### config.mk
export PLATFORM = sky130hd
export DESIGN_NAME = mem_rr_arb
export DESIGN_NICKNAME = d
export VERILOG_FILES = /design/src/rtl/mem_rr_arb.sv
export SDC_FILE = /design/constraint.sdc
export NUM_CORES = 1
export LEC_CHECK = 0
export CORE_AREA = 8 8 130 132
export CTS_CLUSTER_DIAMETER = 50
export CTS_CLUSTER_SIZE = 24
export DETAILED_ROUTE_END_ITERATION = 7
export DIE_AREA = 0 0 138 140
export PLACE_DENSITY = 0.63
export RECOVER_POWER = 100
export SKIP_LAST_GASP = 1
export SLEW_MARGIN = 40
export SYNTH_ARGS = -nofsm -noshare
export SYNTH_HDL_FRONTEND = slang
export SYNTH_SLANG_ARGS = --single-unit
### constraint.sdc
create_clock -name clk -period 3.8 [get_ports clk]
set_clock_uncertainty 0.15 [all_clocks]
set_input_delay 0.76 -clock clk [delete_from_list [all_inputs] [get_ports clk]]
set_output_delay 0.76 -clock clk [all_outputs]
set_load 0.1 [all_outputs]
### src/rtl/mem_rr_arb.sv
// ---------------------------------------------------------------------------
// mem_rr_arb
//   Round-robin arbiter sharing one single-ported SRAM master port among
//   NREQ requesters. Grant selection is combinational from the request
//   vector and a rotating priority pointer. A request that meets a memory
//   stall is locked until it is accepted. Read data is steered back with a
//   one-cycle tag (rd_pend/rd_idx), so the return does not depend on the
//   grant in the return cycle.
//
// Ports
//   clk, rst            : clock, synchronous active-high reset
//   req_cs/req_we       : per-requester request and write flag
//   req_addr/byte/di    : packed per-requester attributes, slot i at [i*W +: W]
//   req_busy            : 1 = requester not accepted this cycle, hold attributes
//   req_do/req_rvalid   : shared read data and one-hot return qualifier
//   m_cs/we/addr/byte/di: memory-side request (all zero when idle)
//   m_do/m_busy         : memory read data (one cycle after accept) and stall
// ---------------------------------------------------------------------------
module mem_rr_arb #(
    parameter int NREQ = 3,
    parameter int AW   = 32,
    parameter int DW   = 32
) (
    input  logic                   clk,
    input  logic                   rst,
    input  logic [NREQ-1:0]        req_cs,
    input  logic [NREQ-1:0]        req_we,
    input  logic [NREQ*AW-1:0]     req_addr,
    input  logic [NREQ*(DW/8)-1:0] req_byte,
    input  logic [NREQ*DW-1:0]     req_di,
    output logic [NREQ-1:0]        req_busy,
    output logic [DW-1:0]          req_do,
    output logic [NREQ-1:0]        req_rvalid,
    output logic                   m_cs,
    output logic                   m_we,
    output logic [AW-1:0]          m_addr,
    output logic [DW/8-1:0]        m_byte,
    output logic [DW-1:0]          m_di,
    input  logic [DW-1:0]          m_do,
    input  logic                   m_busy
);

    localparam int BW = DW / 8;
    localparam int PW = (NREQ > 1) ? $clog2(NREQ) : 1;

    logic [PW-1:0] ptr;
    logic [PW-1:0] lk_idx;
    logic [PW-1:0] rd_idx;
    logic          lock;
    logic          rd_pend;

    logic [PW-1:0] cand;
    logic [PW-1:0] scan_idx;
    logic [PW-1:0] nxt_ptr;
    logic          found;
    logic          accept;
    int            scan;

    logic [AW-1:0] addr_a [NREQ];
    logic [BW-1:0] byte_a [NREQ];
    logic [DW-1:0] di_a   [NREQ];

    for (genvar g = 0; g < NREQ; g++) begin : g_unpack
        assign addr_a[g] = req_addr[g*AW +: AW];
        assign byte_a[g] = req_byte[g*BW +: BW];
        assign di_a[g]   = req_di[g*DW +: DW];
    end

    // Candidate selection. A lock only holds while its owner keeps req_cs
    // high; if the owner withdraws, the rotating scan runs in the same cycle.
    always_comb begin
        found    = 1'b0;
        cand     = '0;
        scan     = 0;
        scan_idx = '0;
        if (lock && req_cs[lk_idx]) begin
            found = 1'b1;
            cand  = lk_idx;
        end else begin
            for (int k = 0; k < NREQ; k++) begin
                scan = int'(ptr) + k;
                if (scan >= NREQ) begin
                    scan = scan - NREQ;
                end
                scan_idx = PW'(scan);
                if (!found && req_cs[scan_idx]) begin
                    found = 1'b1;
                    cand  = scan_idx;
                end
            end
        end
    end

    assign m_cs    = found & ~rst;
    assign accept  = m_cs & ~m_busy;
    assign nxt_ptr = (cand == PW'(NREQ - 1)) ? '0 : cand + 1'b1;

    // Memory-side attributes are forced to zero when nothing is granted.
    always_comb begin
        m_we   = 1'b0;
        m_addr = '0;
        m_byte = '0;
        m_di   = '0;
        if (m_cs) begin
            m_we   = req_we[cand];
            m_addr = addr_a[cand];
            m_byte = byte_a[cand];
            m_di   = di_a[cand];
        end
    end

    // Everyone requesting is busy except the requester accepted this cycle;
    // during a stall that includes the candidate itself.
    always_comb begin
        req_busy = '0;
        for (int i = 0; i < NREQ; i++) begin
            req_busy[i] = req_cs[i] & ~(accept && (cand == PW'(i)));
        end
    end

    assign req_do     = m_do;
    assign req_rvalid = (rd_pend && !rst) ? (NREQ'(1) << rd_idx) : '0;

    // Control state: pointer only moves on an accepted access, so stall
    // cycles never cost a waiting requester its turn.
    always_ff @(posedge clk) begin
        if (rst) begin
            ptr     <= '0;
            lock    <= 1'b0;
            rd_pend <= 1'b0;
            rd_idx  <= '0;
        end else begin
            rd_pend <= accept & ~m_we;
            if (accept) begin
                ptr  <= nxt_ptr;
                lock <= 1'b0;
                if (!m_we) begin
                    rd_idx <= cand;
                end
            end else if (m_cs) begin
                lock <= 1'b1;
            end else begin
                lock <= 1'b0;
            end
        end
    end

    // Lock owner; only meaningful while lock is set, so it needs no reset.
    always_ff @(posedge clk) begin
        if (m_cs && m_busy) begin
            lk_idx <= cand;
        end
    end

endmodule

==> flow_summary.yaml, run 1 <==
critical_path:
  cp_max_fo: 8
  worst_setup_path_start_kind: "flip-flop"
  worstPathRequired_ns: 2.89
  critPathKind: "reg2out"
  cp.arrival_ns: 2.88
  critPathCaptureType: "output port"
clock_network:
  cts_made_buffers: 3
  cts_tree: "built"
  clkLatencyLatePin_ns: 0.24
  clk_pin_slew_ns: 0.04
  htree_levels: 1
  cts.sinks: 8
  cts_root_buf: "clkbuf_16"
  cts_hold_buf: 0
  clk_path_buf_depth: 2
power:
  p_per_area_mw_per_mm2: 414
  ir_worst_vdd_uv: 256
  leakagePower_uw: 0.00311
finish:
  layout-drive-gt1-share_pct: 38.6
  final_common_cell: "clkdlybuf4s50_1"
  fin_cells: 836
  seq_area_sq_um: 183
  final_area_sq_mm: 0.00796
  multi_input_area_sq_mm: 0.00295
  syn2layout_area_growth_pct: 210
  antenna_cells: 0
  num-nets-final: 897
  num-fill-cells: 1279
  final_cell_mix: "209 x clkdlybuf4s50_1, 94 x buf_12, 71 x nor2_1, 66 x a211oi_4, 61 x mux2i_1"
global_routing:
  gr-total-overflow: 0
  antenna_found_initial: 0
  grt_max_degree: 31
  grt_pass1_vias: 4473
  grtUsageTotal_pct: 15.4
  grt_pass1_wl_mm: 24.4
timing:
  max-slew-margin-rel_pct: 75.6
  fmax_mhz: 264
  grt_setup_unrepaired: "yes"
  slew_violations: 0
  setup_viol: 0
  finalHoldViolCount: 0
  fin_crit_ns: 3.79
  worst_pin_slew_ns: 0.361
  final.period_utilization_pct: 99.6
synthesis:
  synth_area_sq_mm: 0.00256
  synth_top_family_by_area: "compound AO/OA/AOI/OAI gates"
  synth.distinct_cells: 51
  ys.flop_type: "dfxtp_1"
  synth_xor_area_share_pct: 0
  synth_compound_area_share_pct: 29.1
  syn_inst: 350
  yosys.area_share.simple_pct: 18.2
  synth_largest_area_cell: "mux2i_1"
  synthAdderAreaFrac_pct: 1.46
  synth.net_count: 598
  yosysSeqAreaShare_pct: 7.02
  synthMuxAreaShare_pct: 27.9
  synth.area.top_cells: "mux2i_1 27%, a211oi_1 20%, buf_4 11%"
  syn_avg_cell_area_sq_um: 7.33
  ys_ff_latch: 8
  synth.top_cell.area_share_pct: 27.3
  synth_edf_count: 2
  synth_warnings: 0
  async_flop_share_pct: 0
drt:
  drc: 0
  drt_wl_total_mm: 16.4
  antenna_left: 0
  drtIter0Drc: 95
  viasPerCell: 4.69
  firstDrtPassIters: 4
  route.vias.total: 3919
  wl_per_cell_microns: 19.6
outcome:
  status: "completed"
placement:
  io_buffer_count: 288
  placed_area_sq_mm: 0.00764
  dp_hpwl_mm: 14.0
  globalplace.congestion: 0.816
  dp.cells: 822
floorplan:
  coreArea_sq_mm: 0.0149
  dieArea_sq_mm: 0.0193
  die_w_microns: 138
  ios: 353
  die_h_microns: 140
  placementRows: 45
  start_util_pct: 17.3
min_path:
  worstHoldPathType: "reg2reg"
job:
  timing.max_cap.violations: 0
[metrics by stage]
stage,TNS [ns],total power (uW),utilization (%),hold slack [ns],setup WS (ns)
after floorplan,-7.02,2020,-,0.317,-1.36
after global placement,-10.62,2990,51.4,0.335,-0.216
after detailed placement,-13.94,3020,51.4,0.340,-0.259
after CTS,-0.0174,3220,52.1,0.345,-0.0174
after global routing,-1.93,3410,53.5,0.413,-0.0682
final,0,3300,53.5,0.395,0.0142
[cell usage after synthesis (2+ instances only)]
library cell and count:
a211oi_1 68, a21boi_1 2, a21oi_1 2, and2_1 2, buf_2 2, buf_4 39, clkbuf_1 22, dfxtp_1 6
edfxtp_1 2, ha_1 3, inv_1 7, mux2i_1 70, nand2_1 6, nand2b_1 5, nand3_1 2, nand3b_1 2
nand4_1 2, nor2_1 71, nor2b_1 3, nor4b_1 2, o21ai_0 2
[final timing paths]
check                            start  slack, ns  depth (start not counted)    endpoint
worst max register to register  ptr[1]       1.09                         11   rd_idx[0]
worst min register to register  ptr[1]       0.39                          2      ptr[1]
worst min-delay path            ptr[1]       0.39                          2      ptr[1]
worst max-delay path            ptr[1]       0.01                         11  m_addr[30]
[critical path: stages, from the launching register on]
cell and delay [ns]:
dfxtp_2 0.34, ha_4 0.27, buf_6 0.12, a22o_1 0.19
a211o_1 0.31, a211oi_4 0.32, nor2_4 0.07, buf_12 0.16
clkbuf_16 0.17, mux2i_2 0.18, a211oi_4 0.28, buf_12 0.21
[layout make-up]
type,instances,area share (%)
clock buffers,4,0.990
inverters,8,0.377
multi-input cells,270,37.0
flip-flops and latches,8,2.30
well taps,188,2.96
repair buffers,358,56.4
[sequential cells by signal, indices dropped and copies added, names as in the netlist]
signal / cells
lk_idx: 2
rd_idx: 2
rd_pend: 1
lock: 1
ptr: 2
[logic make-up (layout without fill, tap and decap cells)]
kind of cell	after synthesis	in the layout
AOI/OAI and AO/OA	93	93
buffers and inverters	72	370
and+or+nand+nor	103	103
muxes	71	71
DFF	8	8
adders and majority gates	3	3
[layer usage]
metal  GRT usage [%]  wire length, microns  up-vias
met2            29.4                  8970      209
li1                -                     -     1813
met3            5.85                  1520       21
met5               0                     0        -
met4            3.20                   205        0
met1            15.4                  5690     1876
[what timing repair did]
action / 4_1_cts / 5_1_grt
pin swaps: 0 / 11
gates cloned: 0 / 4
setup buffers: 0 / 6
resized for setup: 9 / 23
endpoints found under the setup margin: 70 / 61
endpoints found under the hold margin: 0 / 0
[where the power goes]
part           total (uW)  internal [uW]  leakage [uW]  switching, uW
combinational        3000           1250       0.00300           1750
sequential            108           98.3     0.0000691           9.92
clock                 187            140     0.0000382           47.1
No activity file was read; power rests on OpenSTA's default activity.
==> run 2: changes to the inputs <==
Settings changed: PLACE_DENSITY 0.63 to unset, PLACE_DENSITY_LB_ADDON set to 0.15.
==> run 2 against run 1 <==
- sequential share of layout area up 0.25 points
- fmax up 1.6%
- non-clock buffer count down 8
- clock power about the same
- count of clock-buffer cells in the layout unchanged
- critical path depth down 1
- sequential cell count unchanged
- design area down 9.8%
- routed wire length up 2.9%
- via count down 2.8%
- register-to-register slack worse by 0.18 ns
==> flow_summary.yaml, run 2 (synthesis gave the netlist of run 1 again) <==
drt:
  firstDrtPassIters: 4
  drt_wl_total_mm: 16.8
  route.vias.total: 3811
  drc: 0
  drtIter0Drc: 110
  viasPerCell: 4.60
  antenna_left: 0
  wl_per_cell_microns: 20.3
timing:
  worst_slack_ns: 0.0747
  final.period_utilization_pct: 98.0
  holdWs_ns: 0.380
  setup_viol: 0
  fmax_mhz: 268
  worst_pin_slew_ns: 0.573
  fin_crit_ns: 3.73
  finalHoldViolCount: 0
  max-slew-margin-rel_pct: 61.3
  grt_setup_unrepaired: "no"
  slew_violations: 0
floorplan:
  dieArea_sq_mm: 0.0193
  die_w_microns: 138
  placementRows: 45
  die_h_microns: 140
  coreArea_sq_mm: 0.0149
  start_util_pct: 17.3
  ios: 353
global_routing:
  grt_pass1_vias: 4400
  antenna_found_initial: 0
  grtUsageTotal_pct: 16.2
  grt_max_degree: 28
  gr-total-overflow: 0
  grt_pass1_wl_mm: 25.6
clock_network:
  cts_tree: "built"
  cts.sinks: 8
  clk_pin_slew_ns: 0.04
  htree_levels: 1
  clkLatencyLatePin_ns: 0.23
  clk_path_buf_depth: 2
  cts_root_buf: "clkbuf_16"
  cts_made_buffers: 3
finish:
  final_common_cell: "clkdlybuf4s50_1"
  layout-drive-gt1-share_pct: 36.6
  antenna_cells: 0
  fin_util_pct: 48.3
  syn2layout_area_growth_pct: 180
  final_cell_mix: "209 x clkdlybuf4s50_1, 71 x nor2_1, 66 x a211oi_4, 62 x mux2i_1"
  top_regs: "lk_idx: 2 flops, ptr: 2 flops, rd_idx: 2 flops"
  fin_cells: 828
  num-nets-final: 889
placement:
  dpl_worst_slack_ns: -0.351
  dp.cells: 809
  io_buffer_count: 288
  globalplace.congestion: 0.811
  dp_hpwl_mm: 14.0
power:
  leakagePower_uw: 0.00287
  ir_worst_vdd_uv: 213
  p_per_area_mw_per_mm2: 413
outcome:
  status: "completed"
critical_path:
  path_cells: "buf_2 > a22o_1 > a211o_1 > a211oi_4 > nor2_4 > buf_12 > buf_16 > mux2i_4 > a211oi_4 > buf_12"
  cp_max_fo: 7
  critPathCaptureType: "output port"
  worstPathRequired_ns: 2.89
  cpMaxStageDelayCell: "a211oi_4"
  max_stage_delay_ns: 0.33
  worst_setup_path_start_kind: "input pin"
  cp.arrival_ns: 2.82
  critPathKind: "in2out"
job:
  timing.max_cap.violations: 0
min_path:
  worstHoldPathType: "reg2reg"
[run 2: cell types whose count changed in the layout (fill, tap and decap cells not counted), sizes merged]
cell / change
buf: -6
clkbuf: -1
clkdlybuf4s15: -1
[run 2: metrics by stage]
| step | setup TNS (ns) | area, sq um | total power (uW) |
|---|---|---|---|
| after global routing | 0 | 7180 | 3080 |
| final | 0 | 7180 | 2970 |
| after CTS | -0.00430 | 7770 | 3250 |
| after floorplan | -7.02 | 3480 | 2020 |
| after global placement | -15.30 | 7500 | 2950 |
| after detailed placement | -19.02 | 7500 | 2960 |
[run 2: worst max-delay path: cells and delay by family]
| family | cells | cell delay (ns) |
|---|---|---|
| AO/OA/AOI/OAI | 4 | 1.12 |
| buffers and inverters | 4 | 0.66 |
| multiplexers | 1 | 0.19 |
| AND/OR/NAND/NOR | 1 | 0.09 |
[run 2: timing repair]
action | in CTS | in global routing
hold buffers | 0 | 0
pin swaps | 9 | 9
setup endpoints to repair | 71 | 65
setup buffers | 9 | 3
resized for setup | 26 | 15
gates cloned | 2 | 2
[run 2: power by group]
part           internal (uW)  switching (uW)  leakage (uW)
sequential              98.2            8.58     0.0000691
combinational            982            1690       0.00276
clock                    140            45.0     0.0000382
total                   1220            1750       0.00287
[run 2: path summary, 6_finish.rpt]
kind	startpoint	endpoint	slack, ns	cells after the start
max	req_cs[1]	m_byte[0]	0.07	10
min reg2reg	ptr[1]	ptr[1]	0.38	2
max reg2reg	ptr[0]	lk_idx[1]	0.91	11
min	ptr[1]	ptr[1]	0.38	2
[run 2: area by class of cell]
type                            instances  area (sq um)
Clock buffer                            4          78.8
Tap cell                              188           235
Timing Repair Buffer                  350          3720
Multi-Input combinational cell        270          2930
Sequential cell                         8           183
Inverter                                8          30.0
Fill cell                            1448          7680
[run 2: metal layers]
metal | share of wire, % | global-route usage, %
met5 | 0 | 0
met4 | 0.89 | 2.35
met3 | 9.9 | 6.76
met2 | 55 | 31.7
met1 | 34 | 15.7
==> run 3: changes to the inputs <==
Settings changed: PLACE_DENSITY set to 0.71, PLACE_DENSITY_LB_ADDON 0.15 to unset.
==> run 3 against run 2 <==
- routed wire length decreased by 2.5%
- critical path depth unchanged
- power rose by 9.1%
- fmax shrank 0.46%
- clock power is 3% lower
- critical endpoint is now m_di[11]
==> flow_summary.yaml, run 3 (synthesis gave the netlist of run 1 again) <==
floorplan:
  placementRows: 45
  dieArea_sq_mm: 0.0193
  coreArea_sq_mm: 0.0149
  start_util_pct: 17.3
  die_w_microns: 138
  ios: 353
  die_h_microns: 140
job:
  timing.max_cap.violations: 0
drt:
  firstDrtPassIters: 4
  drt_wl_total_mm: 16.4
  wl_met1_mm: 5.57
  wl_per_cell_microns: 20.0
  routed.top_layer: "met4"
  drc: 0
  wl_met2_mm: 9.09
  viasPerCell: 4.66
  drtIter0Drc: 133
  antenna_left: 0
  met3_length_mm: 1.54
  route.vias.total: 3833
timing:
  worst_pin_slew_ns: 0.340
  final.period_utilization_pct: 98.5
  max-slew-margin-rel_pct: 76.7
  fmax_mhz: 267
  finalHoldViolCount: 0
  setup_viol: 0
  worst_slack_ns: 0.0575
  slew_violations: 0
  fin_crit_ns: 3.74
  finalSetupTns_ns: 0
min_path:
  worstHoldPathType: "reg2reg"
clock_network:
  clk_path_buf_depth: 2
  cts_made_buffers: 3
  clk_pin_slew_ns: 0.04
  htree_levels: 1
  clkLatencyLatePin_ns: 0.23
  cts_root_buf: "clkbuf_16"
  cts_hold_buf: 0
  cts_tree: "built"
  cts.sinks: 8
finish:
  final_cell_mix: "209 x clkdlybuf4s50_1, 94 x buf_12, 71 x nor2_1, 66 x a211oi_4, 63 x mux2i_1"
  multi_input_area_sq_mm: 0.00296
  layout-drive-gt1-share_pct: 36.4
  num-nets-final: 885
  antenna_cells: 0
  final_common_cell: "clkdlybuf4s50_1"
  num-fill-cells: 1290
  seq_area_sq_um: 183
  syn2layout_area_growth_pct: 205
  top_regs: "lk_idx: 2 flops, ptr: 2 flops, rd_idx: 2 flops"
power:
  p_per_area_mw_per_mm2: 414
  leakagePower_uw: 0.00303
  ir_worst_vdd_uv: 212
critical_path:
  worst_setup_path_start_kind: "input pin"
  worstPathRequired_ns: 2.89
  cp.arrival_ns: 2.83
  cp_max_fo: 19
  critPathCaptureType: "output port"
  critPathKind: "in2out"
global_routing:
  grt_pass1_wl_mm: 25.6
  grt_pass1_vias: 4518
  grt_max_degree: 20
  gr-total-overflow: 0
  grtUsageTotal_pct: 16.1
  antenna_found_initial: 0
placement:
  globalplace.congestion: 0.875
  dpl_worst_slack_ns: -0.262
  io_buffer_count: 288
  dp_hpwl_mm: 13.8
outcome:
  status: "completed"
[run 3: cell types whose count changed in the layout (fill, tap and decap cells not counted), moves of 2 or more]
cell       before  now
buf_12         20   94
buf_16          4    2
buf_4          55   36
buf_6          55    1
clkbuf_16       5    3
mux2i_2         4    1
mux2i_4         4    6
nor4b_1         2    0
nor4b_2         0    2
[run 3: final cells by class]
type,count,area share [%]
Timing Repair Buffer,346,55.5
Sequential cell,8,2.34
Tap cell,188,3.01
Clock buffer,3,0.961
Multi-Input combinational cell,270,37.8
Inverter,8,0.384
[run 3: worst max-delay path, stage by stage]
cell and delay, ns:
clkdlybuf4s15_2 0.21, buf_4 0.15, a211o_1 0.31, a211oi_4 0.28
nor2_4 0.09, buf_4 0.15, buf_12 0.16, mux2i_1 0.17
a211oi_4 0.34, buf_12 0.22
[run 3: power breakdown]
group | switching (uW) | total [uW] | internal [uW]
logic | 1740 | 2950 | 1210
registers | 9.86 | 108 | 98.3
clock network | 44.1 | 180 | 136
[run 3: stage by stage]
step	instances	area (sq um)	hold WS, ns	power, uW	utilization, %
finish	823	7820	0.355	3240	52.6
global route	823	7820	0.396	3350	52.6
CTS	822	7840	0.357	3280	52.8
detailed placement	811	7540	0.357	2970	50.7
global placement	811	7540	0.340	2940	50.7
floorplan	350	3480	0.317	2020	-
[run 3: worst paths after layout]
check	start	to	slack, ns	cells past startpoint
setup / recovery	req_cs[0]	m_di[11]	0.06	10
hold / removal	ptr[0]	ptr[0]	0.36	2
setup reg to reg	ptr[0]	lk_idx[0]	0.85	13
hold reg to reg	ptr[0]	ptr[0]	0.36	2
[run 3: layer usage]
metal | vias to the layer above | GRT usage, %
met5 | - | 0
met2 | 207 | 31.4
li1 | 1782 | -
met1 | 1824 | 15.8
met3 | 20 | 6.09
met4 | 0 | 3.09
[run 3: timing repair]
action / in CTS / in global routing
setup endpoints to repair: 70 / 42
setup buffers: 5 / 3
gates cloned: 3 / 0
gates resized for setup: 31 / 3
pin swaps: 9 / 6
